File: src/rtl/sha256_pkg.sv
// Shared SHA-256 constants and controller state encoding.
// The IV is shared with the datapath so both sides agree on the initial hash value.
package sha256_pkg;

    localparam int MSG_WORDS = 16;
    localparam int ROUNDS    = 64;

    // H0 in the top word down to H7 in the bottom word.
    localparam logic [255:0] IV_ALL = {
        32'h6a09e667, 32'hbb67ae85, 32'h3c6ef372, 32'ha54ff53a,
        32'h510e527f, 32'h9b05688c, 32'h1f83d9ab, 32'h5be0cd19
    };

    typedef enum logic [1:0] {
        ST_LOAD  = 2'd0,
        ST_ROUND = 2'd1,
        ST_FINAL = 2'd2,
        ST_OUT   = 2'd3
    } state_t;

endpackage

File: src/rtl/sha256_msg_buf.sv
// 16x32 message word store: one synchronous write port, one combinational read port.
// Contents are never reset; every hash overwrites all sixteen words before they are read.
module sha256_msg_buf
    import sha256_pkg::*;
(
    input  logic        clk,
    input  logic        we,
    input  logic [3:0]  waddr,
    input  logic [31:0] wdata,
    input  logic [3:0]  raddr,
    output logic [31:0] rdata
);

    logic [31:0] word_q [MSG_WORDS];

    generate
        for (genvar gi = 0; gi < MSG_WORDS; gi++) begin : g_word
            logic [31:0] word_reg;
            always_ff @(posedge clk) begin
                if (we && (waddr == 4'(gi))) begin
                    word_reg <= wdata;
                end
            end
            assign word_q[gi] = word_reg;
        end
    endgenerate

    assign rdata = word_q[raddr];

endmodule

File: src/rtl/sha256_ctrl.sv
// Single-block SHA-256 sequencer: collects 16 words, steps an external round datapath
// through 64 rounds, then adds the IV to the working registers to form the digest.
module sha256_ctrl
    import sha256_pkg::*;
(
    input  logic         clk,
    input  logic         reset_n,
    input  logic         clear,
    input  logic         msg_valid,
    input  logic [31:0]  msg_word,
    output logic         msg_ready,
    output logic         dp_init,
    output logic [5:0]   dp_round_idx,
    output logic [31:0]  dp_message,
    input  logic [31:0]  dp_a,
    input  logic [31:0]  dp_b,
    input  logic [31:0]  dp_c,
    input  logic [31:0]  dp_d,
    input  logic [31:0]  dp_e,
    input  logic [31:0]  dp_f,
    input  logic [31:0]  dp_g,
    input  logic [31:0]  dp_h,
    output logic         busy,
    output logic         digest_valid,
    input  logic         digest_ready,
    output logic [255:0] digest
);

    state_t        state_reg, state_next;
    logic [3:0]    wcnt_reg, wcnt_next;
    logic [5:0]    round_reg, round_next;
    logic [255:0]  digest_reg, digest_next;
    logic [255:0]  digest_sum;
    logic          buf_we;
    logic [31:0]   buf_rdata;
    logic [31:0]   dp_words [8];

    sha256_msg_buf u_msg_buf (
        .clk   (clk),
        .we    (buf_we),
        .waddr (wcnt_reg),
        .wdata (msg_word),
        .raddr (round_reg[3:0]),
        .rdata (buf_rdata)
    );

    assign dp_words[0] = dp_a;
    assign dp_words[1] = dp_b;
    assign dp_words[2] = dp_c;
    assign dp_words[3] = dp_d;
    assign dp_words[4] = dp_e;
    assign dp_words[5] = dp_f;
    assign dp_words[6] = dp_g;
    assign dp_words[7] = dp_h;

    // Working register a..h folds into H0..H7, each sum wrapping at 32 bits.
    generate
        for (genvar gi = 0; gi < 8; gi++) begin : g_sum
            assign digest_sum[(7-gi)*32 +: 32] = IV_ALL[(7-gi)*32 +: 32] + dp_words[gi];
        end
    endgenerate

    always_ff @(posedge clk or negedge reset_n) begin
        if (!reset_n) begin
            state_reg  <= ST_LOAD;
            wcnt_reg   <= 4'd0;
            round_reg  <= 6'd0;
            digest_reg <= '0;
        end else begin
            state_reg  <= state_next;
            wcnt_reg   <= wcnt_next;
            round_reg  <= round_next;
            digest_reg <= digest_next;
        end
    end

    always_comb begin
        state_next   = state_reg;
        wcnt_next    = wcnt_reg;
        round_next   = round_reg;
        digest_next  = digest_reg;
        buf_we       = 1'b0;
        msg_ready    = 1'b0;
        dp_init      = 1'b1;
        dp_round_idx = 6'd0;
        dp_message   = 32'd0;
        busy         = 1'b0;
        digest_valid = 1'b0;

        case (state_reg)
            ST_LOAD: begin
                msg_ready = 1'b1;
                if (msg_valid) begin
                    buf_we    = 1'b1;
                    wcnt_next = wcnt_reg + 4'd1;
                    if (wcnt_reg == 4'd15) begin
                        state_next = ST_ROUND;
                    end
                end
            end
            ST_ROUND: begin
                dp_init      = 1'b0;
                busy         = 1'b1;
                dp_round_idx = round_reg;
                if (round_reg < 6'd16) begin
                    dp_message = buf_rdata;
                end
                // Counter wraps to 0 on its own after round 63.
                round_next = round_reg + 6'd1;
                if (round_reg == 6'd63) begin
                    state_next = ST_FINAL;
                end
            end
            ST_FINAL: begin
                busy        = 1'b1;
                digest_next = digest_sum;
                state_next  = ST_OUT;
            end
            ST_OUT: begin
                digest_valid = 1'b1;
                if (digest_ready) begin
                    state_next = ST_LOAD;
                end
            end
            default: begin
                state_next = ST_LOAD;
            end
        endcase

        // Abort overrides everything, including a word write in the same cycle.
        if (clear) begin
            state_next  = ST_LOAD;
            wcnt_next   = 4'd0;
            round_next  = 6'd0;
            buf_we      = 1'b0;
            digest_next = digest_reg;
        end
    end

    assign digest = digest_reg;

endmodule

File: config.mk
export PLATFORM = sky130hd
export DESIGN_NAME = sha256_ctrl
export DESIGN_NICKNAME = d
export VERILOG_FILES = /design/src/rtl/sha256_pkg.sv /design/src/rtl/sha256_msg_buf.sv /design/src/rtl/sha256_ctrl.sv
export SDC_FILE = /design/constraint.sdc
export NUM_CORES = 1
export LEC_CHECK = 0
export BUFFER_PORTS_ARGS = -buffer_cell sky130_fd_sc_hd__buf_2
export CORE_MARGIN = 10
export CORE_UTILIZATION = 40
export DETAILED_ROUTE_END_ITERATION = 10
export SLEW_MARGIN = 20
export SYNTH_ARGS = -nofsm -noshare
export SYNTH_HDL_FRONTEND = slang
export SYNTH_SLANG_ARGS = --single-unit
File: constraint.sdc
create_clock -name clk -period 6.5 [get_ports clk]
set_input_delay 0.65 -clock clk [delete_from_list [all_inputs] [get_ports clk]]
set_output_delay 0.65 -clock clk [all_outputs]
set_load 0.02 [all_outputs]
==> results.tsv <==
metric	value	unit
reg-to-reg critical path endpoint	u_msg_buf.g_word[4].word_reg[30]	
initial antenna violation count	47	
register area share after synthesis	63.6	%
core area	0.0857	mm^2
Synth top area share	44.3	%
# nets final	3419	
Mapped Avg Cell Area	13.8	um^2
Worst R2R Start	state_reg[0]	
die extent in x	315	um
overall power	15.5	mW
die span in y	315	um
largest net degree at the start of global routing	300	
TritonCTS clock tree	yes	
Final Cycle Share	62.9	%
cts hold-fix bufs	1	
Post-DP Area	0.0390	mm^2
Final Hold Viols	0	
layout cell share with drive strength beyond 1	31.2	%
Worst-Skew Late Latency	0.71	ns
final setup vio count	0	
ranking of synthesized cells by area	edfxtp_1 44%, dfrtp_1 19%, mux4_2 10%	
Area growth syn-to-layout	21.8	%
setup_tns	0	ns
Worst Path Required	5.85	ns
max-cap viol count	0	
Peak VDD IR	0.356	mV
Max Freq	245	MHz
met3 WL	8250	um
Buffers on Ports	590	
run status	finished, final reports clean	
area leader, netlist	edfxtp_1	
worst hold path endpoint	digest[160]	
R2R Setup Slk	3.51	ns
DRT antenna net count	0	
Pwr Density	366	mW/mm^2
die area	0.0989	mm^2
Clock Skews	0.0821	ns
Placer Congestion	0.894	
cell area after synthesis	0.0347	mm^2
wire length on met2	54500	um
CP endpoint kind	primary output	
critical path arrival	3.44	ns
crit path time final	4.09	ns
worst-margin pin slew	0.924	ns
Initial Util	40.5	%
max-slew violations	0	
post-DP HPWL	76700	um
worst hold start	dp_c[0]	
postcts setup bufs	0	
Post-Syn Instances	2513	
Max-Slew Margin vs Limit	38.4	%
Detailed Route WL	110000	um
Synth cell types	89	
PostCTS Resize Cnt	0	
most common cell after layout, fill and taps aside	buf_2	
commonest non-fill, non-tap cells in the layout	589 x buf_2, 512 x edfxtp_1, 341 x nand2_1	
TritonCTS Sinks	780	
Starting DRT DRC Count	2032	
TritonRoute pass-1 iters	5	
WS Path Type	reg2out	
R2R cell count	7	
Yosys reg bits	780	
FP Rows	107	
Final Cell Area	0.0423	mm^2
EDFF count, synth	512	
number of flip-flops in the largest register	512	
unrepaired setup endpoints after global routing	no	
vias in the first global route	24000	
Min-Delay Path Class	in2reg	
via count	23800	
H-tree levels	3	
GR Util All Layers	21.6	%
vias per inst	5.48	
Root Buffer	clkbuf_16	
DRC viols	0	
syn_nets	2823	
fraction of registers with async set/reset	34.4	%
Worst setup SP type	flop	
routed len/inst	25.3	um
Leakage	16.5	nW
Clock Tree Buf Depth	3	
Finished Layout Cells	4352	
M1 wire length	43400	um
io pins	591	
crit path from	round_reg[1]	
clock slew at reported path FFs	0.06	ns
Primary FF master, synth	edfxtp_1	
Overflow after GRT	0	
Cells after DPL	4163	
hold path depth	3	
DR top layer	met5	
Ys Warns	0	
number of buffers created by CTS	85	
first-pass GRT wire length	161000	um
Critical Path Fanout Max	50	
critical path, cell delays in order, from the launching register on:
cell and delay, ns:
dfrtp_4 0.78, buf_4 0.69, mux4_2 0.42, mux4_2 0.47, nor2b_1 0.18, buf_2 0.21
report_power, final:
group	switching (mW)	internal (mW)	total [mW]	leakage, nW
Sequential	0.430	5.97	6.40	8.15
Combinational	2.46	1.42	3.88	6.82
Clock	2.12	3.06	5.19	1.48
Total	5.01	10.5	15.5	16.5
layout make-up:
class	count	area [um^2]
antenna	26	65.1
tap	1144	1430
sequential	780	22100
timing repair buffer	626	3330
fill	7494	43400
inverter	36	135
clock inverter	60	828
clock buffer	100	2260
multi-input combinational	1580	12100
cell usage after synthesis, types with 12 or more instances:
cell type  instances
and2_1            20
nand2b_1          17
edfxtp_1         512
mux4_2           160
o21ai_0          239
buf_1             12
xor2_1            92
nor3_1            37
xnor2_1          103
dfrtp_1          268
nor2b_1           49
inv_1             36
nand4_1           15
a21oi_1           47
nand3_1           47
o21ai_1           23
clkbuf_1          86
nor2_1           108
o31ai_1           15
a211oi_1          13
ha_1              17
nand2_1          341
o211ai_1          13
a21o_1            18
a31oi_1           29
or3_1             13
metal layers:
layer  global-route usage, %  vias to the layer above
met5                       0                        -
met4                    8.43                       28
met3                    5.28                      224
met2                    35.9                      875
met1                    26.8                    12000
li1                        -                    10700
metrics by stage:
step	hold WS [ns]	util (%)	worst slack [ns]
after floorplan	0.354	-	2.52
after global placement	0.452	45.6	2.66
after detailed placement	0.457	45.6	2.63
after CTS	0.159	49.2	1.84
after global routing	0.199	49.3	2.26
final	0.205	49.3	2.41
how the worst max path moves through the flow:
stage | to | depth (start not counted)
after floorplan | u_msg_buf.g_word[0].word_reg[0] | 6
after global placement | dp_message[26] | 5
after detailed placement | dp_message[1] | 5
after CTS | dp_message[18] | 5
after global routing | dp_message[3] | 5
final | dp_message[3] | 5
cell families (layout without fill, tap and decap cells):
family | Yosys count | after routing | share of synthesized area, %
DFF | 780 | 780 | 63.6
and+or+nand+nor | 707 | 707 | 9.49
AOI/OAI and AO/OA | 497 | 497 | 9.04
xor gates and xnor gates | 195 | 195 | 4.92
muxes | 164 | 164 | 10.5
buffers and inverters | 153 | 822 | 1.80
adders and majority gates | 17 | 17 | 0.613
other | 0 | 26 | 0
Power figures use the tool's default switching activity.
